## src/rtl/imm_packer.sv

```systemverilog
// imm_packer: scatters a signed immediate into the I/S/B/J immediate bit positions of a
// RISC-V base instruction through a 2-stage elastic valid/ready pipeline with error flags.
module imm_packer #(
  parameter int ERR_CNT_W = 8
) (
  input  logic                 clk,
  input  logic                 rst_n,
  input  logic                 in_valid,
  output logic                 in_ready,
  input  logic [31:0]          base_instr,
  input  logic [31:0]          imm,
  input  logic [1:0]           imm_src,
  output logic                 out_valid,
  input  logic                 out_ready,
  output logic [31:0]          instr,
  output logic                 range_err,
  output logic                 align_err,
  output logic [ERR_CNT_W-1:0] err_count
);

  localparam logic [1:0] IMM_I = 2'b00;
  localparam logic [1:0] IMM_S = 2'b01;
  localparam logic [1:0] IMM_B = 2'b10;

  logic                 s1_valid_q, s1_valid_d;
  logic [31:0]          s1_base_q, s1_base_d;
  logic [20:0]          s1_imm_q, s1_imm_d;
  logic [1:0]           s1_src_q, s1_src_d;
  logic                 s1_range_q, s1_range_d;
  logic                 s1_align_q, s1_align_d;
  logic                 s2_valid_q, s2_valid_d;
  logic [31:0]          instr_q, instr_d;
  logic                 range_q, range_d;
  logic                 align_q, align_d;
  logic [ERR_CNT_W-1:0] err_count_q, err_count_d;

  logic        s1_advance;
  logic        s1_load;
  logic        out_xfer;
  logic        range_in;
  logic        align_in;
  logic [31:0] pack_w;

  assign s1_advance = s1_valid_q && (!s2_valid_q || out_ready);
  assign in_ready   = !s1_valid_q || s1_advance;
  assign s1_load    = in_valid && in_ready;
  assign out_xfer   = s2_valid_q && out_ready;

  // The immediate fits when every bit above the format's sign bit matches it.
  always_comb begin
    range_in = 1'b0;
    align_in = 1'b0;
    case (imm_src)
      IMM_I, IMM_S: range_in = !((&imm[31:11]) || !(|imm[31:11]));
      IMM_B: begin
        range_in = !((&imm[31:12]) || !(|imm[31:12]));
        align_in = imm[0];
      end
      default: begin
        range_in = !((&imm[31:20]) || !(|imm[31:20]));
        align_in = imm[0];
      end
    endcase
  end

  // Only imm[20:0] can ever land in the instruction word, so stage 1 keeps just those.
  always_comb begin
    pack_w = s1_base_q;
    case (s1_src_q)
      IMM_I: pack_w[31:20] = s1_imm_q[11:0];
      IMM_S: begin
        pack_w[31:25] = s1_imm_q[11:5];
        pack_w[11:7]  = s1_imm_q[4:0];
      end
      IMM_B: begin
        pack_w[31]    = s1_imm_q[12];
        pack_w[30:25] = s1_imm_q[10:5];
        pack_w[11:8]  = s1_imm_q[4:1];
        pack_w[7]     = s1_imm_q[11];
      end
      default: begin
        pack_w[31]    = s1_imm_q[20];
        pack_w[30:21] = s1_imm_q[10:1];
        pack_w[20]    = s1_imm_q[11];
        pack_w[19:12] = s1_imm_q[19:12];
      end
    endcase
  end

  always_comb begin
    s1_valid_d  = s1_valid_q;
    s1_base_d   = s1_base_q;
    s1_imm_d    = s1_imm_q;
    s1_src_d    = s1_src_q;
    s1_range_d  = s1_range_q;
    s1_align_d  = s1_align_q;
    s2_valid_d  = s2_valid_q;
    instr_d     = instr_q;
    range_d     = range_q;
    align_d     = align_q;
    err_count_d = err_count_q;

    if (s1_load) begin
      s1_valid_d = 1'b1;
      s1_base_d  = base_instr;
      s1_imm_d   = imm[20:0];
      s1_src_d   = imm_src;
      s1_range_d = range_in;
      s1_align_d = align_in;
    end else if (s1_advance) begin
      s1_valid_d = 1'b0;
    end

    if (s1_advance) begin
      s2_valid_d = 1'b1;
      instr_d    = pack_w;
      range_d    = s1_range_q;
      align_d    = s1_align_q;
    end else if (out_xfer) begin
      s2_valid_d = 1'b0;
    end

    if (out_xfer && (range_q || align_q) && !(&err_count_q)) begin
      err_count_d = err_count_q + 1'b1;
    end
  end

  always_ff @(posedge clk or negedge rst_n) begin
    if (!rst_n) begin
      s1_valid_q  <= 1'b0;
      s1_base_q   <= '0;
      s1_imm_q    <= '0;
      s1_src_q    <= '0;
      s1_range_q  <= 1'b0;
      s1_align_q  <= 1'b0;
      s2_valid_q  <= 1'b0;
      instr_q     <= '0;
      range_q     <= 1'b0;
      align_q     <= 1'b0;
      err_count_q <= '0;
    end else begin
      s1_valid_q  <= s1_valid_d;
      s1_base_q   <= s1_base_d;
      s1_imm_q    <= s1_imm_d;
      s1_src_q    <= s1_src_d;
      s1_range_q  <= s1_range_d;
      s1_align_q  <= s1_align_d;
      s2_valid_q  <= s2_valid_d;
      instr_q     <= instr_d;
      range_q     <= range_d;
      align_q     <= align_d;
      err_count_q <= err_count_d;
    end
  end

  assign out_valid = s2_valid_q;
  assign instr     = instr_q;
  assign range_err = range_q;
  assign align_err = align_q;
  assign err_count = err_count_q;

endmodule

```

## config.mk

```make
export PLATFORM = sky130hd
export DESIGN_NAME = imm_packer
export DESIGN_NICKNAME = d
export VERILOG_FILES = /design/src/rtl/imm_packer.sv
export SDC_FILE = /design/constraint.sdc
export NUM_CORES = 1
export LEC_CHECK = 0
export CORE_MARGIN = 2
export CORE_UTILIZATION = 45
export DETAILED_ROUTE_END_ITERATION = 6
export PLACE_DENSITY = 0.76
export SKIP_CTS_REPAIR_TIMING = 1
export SLEW_MARGIN = 20
export SYNTH_ARGS = -nofsm -noshare
export SYNTH_HDL_FRONTEND = slang
export SYNTH_SLANG_ARGS = --single-unit
```

## constraint.sdc

```tcl
create_clock -name clk -period 2.2 [get_ports clk]
set_clock_uncertainty 0.2 [all_clocks]
set_input_delay 0.44 -clock clk [delete_from_list [all_inputs] [get_ports clk]]
set_output_delay 0.44 -clock clk [all_outputs]
set_load 0.005 [all_outputs]
```

==> impl_summary.txt <==
----------------------------------------------------
[Finish]
  Combined area of the multi-input logic cells ... 1483 um^2
  Number of nets at the end of the flow ... 491
  Design area ... 5366 um^2
  Antenna fix cells ... 0
  Fillers ... 680
  Fraction of final layout cells sized beyond drive strength 1 ... 22.62%
  Sequential cell area in the final layout ... 2352 um^2
  Syn-to-layout area delta ... 37.47%

[Synth]
  Most frequent cells after synthesis ... dfrtp_1, mux2_2, nand2_1
  Number of enable-type register cells in the synthesized netlist ... 0
  Mapped Avg Cell Area ... 13.10 um^2
  Most used flip-flop cell after synthesis ... dfrtp_1
  Library cell occupying the most area in the post-synthesis netlist ... dfrtp_1
  Largest cells by area after synthesis ... dfrtp_1, mux2_2, o21ai_0
  Gate count of the mapped netlist ... 298
  FFs w/ async S/R, synth ... 100.0%
  Count leader, synth ... dfrtp_1
  Flops & latches, synth ... 94
  Count of warnings emitted by yosys ... 0
  Area share of the largest cell type after synthesis ... 60.26%
  Syn_nets ... 373
  Sequential share of the synthesized area ... 60.26%
  Number of distinct library cells after synthesis ... 30
  Netlist Area Pre-Place ... 3904 um^2

[Setup path]
  Largest driver fanout on the critical path ... 5
  R2R cell count ... 5
  Type of the setup path with the least slack ... reg -> out
  Cell-by-cell listing of the critical path ... clkdlybuf4s50_1
  FF-to-FF setup slack ... 0.35 ns
  Worst-path cell with the longest stage delay ... clkdlybuf4s50_1
  Launching element type of the critical path ... flop
  Launch point of the worst reg-to-reg path ... s1_src_q[0]$_DFFE_PN0P_
  CP Data Arrival Time ... 1.34 ns
  Worst Path Buf+Inv ... 1
  Crit path required time ... 1.56 ns
  Critical Path Max Stage Delay ... 0.54 ns
  Critical path capture point type ... primary output
  Crit Reg-Reg Endpoint ... instr[23]$_DFFE_PN0P_
  Cell family with most CP delay ... buffers and inverters

[Power and ir drop]
  Overall power of the completed layout ... 4.600 mW
  Peak supply drop ... 402.0 uV
  Static leakage power ... 2.256 nW
  PD cells ... 857.2 nW/um^2

[CTS]
  Inserted Clock Buffers ... 9
  Maximum clock insertion buffer count ... 2
  CTS tree ... done
  Clock Root Buffer ... clkbuf_8
  # clock sinks ... 94
  Clk slew on worst S/H paths ... 0.09 ns
  Latest clock arrival within the worst-skew pair ... 0.35 ns
  CTS H-Tree Depth ... 3

[Routing]
  Routed WL per cell ... 15.77 um
  Number of iterations in the first detailed-routing pass ... 4
  Detailed Route Iter0 Violations ... 110
  Number of vias per cell ... 5.170
  Wirelength, routed ... 8.279 mm
  Number of remaining DRC errors ... 0
  Vias after detailed routing ... 2,714
  DRT antenna net count ... 0

[STA]
  Tmin final ... 1.984 ns
  Slew Limit Fails ... 0
  Hold violation count in the final report ... 0
  Rel. slew slack ... 68.11%
  Timing-limited maximum frequency ... 504.0 MHz
  Worst Hold Slack ... 0.2854 ns
  Final Setup Violations ... 0
  Setup TNS after final layout ... 0 ns
  Slew of the pin with the lowest slew margin ... 0.4783 ns
  Part of the cycle the worst path needs ... 90.18%
  Unrepaired setup endpoints after global routing ... false

[Placed design]
  Number of input and output port buffers inserted ... 106
  DP Wirelength ... 6.190 mm
  Routability Congestion ... 0.7637
  Area post-placement ... 5190 um^2

[Floorplan]
  Height of the chip ... 97.14 um
  Number of ports placed on the die boundary ... 114
  Die Area ... 9436 um^2
  Die Span X ... 97.14 um
  Initial core utilization ... 47.04%
  FP Rows ... 33
  Core region area ... 8299 um^2

[Run status]
  Outcome ... finished, final reports clean

[GRT]
  Vias in the first global route ... 2,850
  Maximum number of pins on one net before global-route repair ... 45
  Gr usage total ... 18.24%
  Wire length of the first global-routing pass ... 13.73 mm
  Initial antenna violation count ... 0
  Final global-route overflow total ... 0

[Hold path]
  Hold-critical path depth ... 2
  Worst hold path endpoint ... instr[31]$_DFFE_PN0P_
  Worst hold path startpoint ... instr[31]$_DFFE_PN0P_
  Worst Hold Class ... reg -> reg

[Flow run]
  Reported max-cap violation count ... 0

----------------------------------------------------
## registers in the layout, indices dropped and copies added, names as in the netlist, 2 cells and up
name / count
err_count: 8
s1_src_q: 2
s1_imm_q: 21
instr: 32
s1_base_q: 25
## where the power goes
group          internal, mW  switching [mW]
combinational         0.841           0.452
clock                 0.402           0.578
sequential             2.08           0.243
## layout make-up
| type | instances | area share [%] |
|---|---|---|
| inverter | 2 | 0.1399 |
| clock inverter | 6 | 0.7461 |
| multi-input combinational | 191 | 27.63 |
| tap | 105 | 2.448 |
| timing repair buffer | 118 | 22.90 |
| sequential | 94 | 43.83 |
| clock buffer | 9 | 2.308 |
## routing by layer
layer	wire length, um	global-route usage [%]	vias to the layer above
met5	0	0	-
li1	-	-	1296
met3	373	3.957	11
met1	3464	22.63	1341
met4	155	7.151	0
met2	4286	31.20	66
## cells by family after synthesis
logic type | share of synthesized area (%)
AO/OA/AOI/OAI | 6.154
XOR/XNOR | 1.571
adder cells (fa/ha/maj) | 1.603
buffers and inverters | 1.827
flip-flops | 60.26
multiplexers | 20.22
AND/OR/NAND/NOR | 8.366
## worst max-delay path by stage
stage                     slack (ns)  cells after the start                    end                     start
final                           0.22                      1           err_count[2]  err_count[2]$_DFFE_PN0P_
after global routing             0.1                      5  instr[24]$_DFFE_PN0P_   s1_src_q[0]$_DFFE_PN0P_
after CTS                       -0.1                      3               in_ready                 out_ready
after detailed placement       -0.08                      3               in_ready                 out_ready
after global placement         -0.09                      3               in_ready                 out_ready
after floorplan                 0.55                      4  align_err$_DFFE_PN0P_                 out_ready
## cell usage in the layout, fill, tap and decap left out, drive strengths merged
cell / netlist / routed
a21oi: 8 / 8
a22oi: 6 / 6
and3: 2 / 2
buf: 8 / 12
clkbuf: 3 / 9
clkdlybuf4s50: 0 / 104
clkinv: 0 / 5
clkinvlp: 0 / 1
dfrtp: 94 / 94
dlygate4sd3: 0 / 1
dlymetal6s2s: 0 / 1
ha: 5 / 5
inv: 2 / 2
mux2: 63 / 63
mux2i: 8 / 8
nand2: 31 / 31
nand2b: 3 / 3
nand3: 5 / 5
nand3b: 1 / 1
nand4: 8 / 8
nor2: 4 / 4
nor2b: 5 / 5
nor3: 1 / 1
nor4: 5 / 5
o211a: 1 / 1
o21a: 2 / 2
o21ai: 24 / 24
o311ai: 1 / 1
or2: 1 / 1
xnor2: 4 / 4
xor2: 3 / 3
## metrics by stage
step	setup slack, ns	std cells	utilization, %
floorplan	0.5458	298	-
global placement	-0.08737	509	62.54
detailed placement	-0.08023	509	62.54
CTS	-0.09841	524	64.51
global route	0.09908	525	64.66
finish	0.2160	525	64.66
Power figures use the tool's default switching activity.
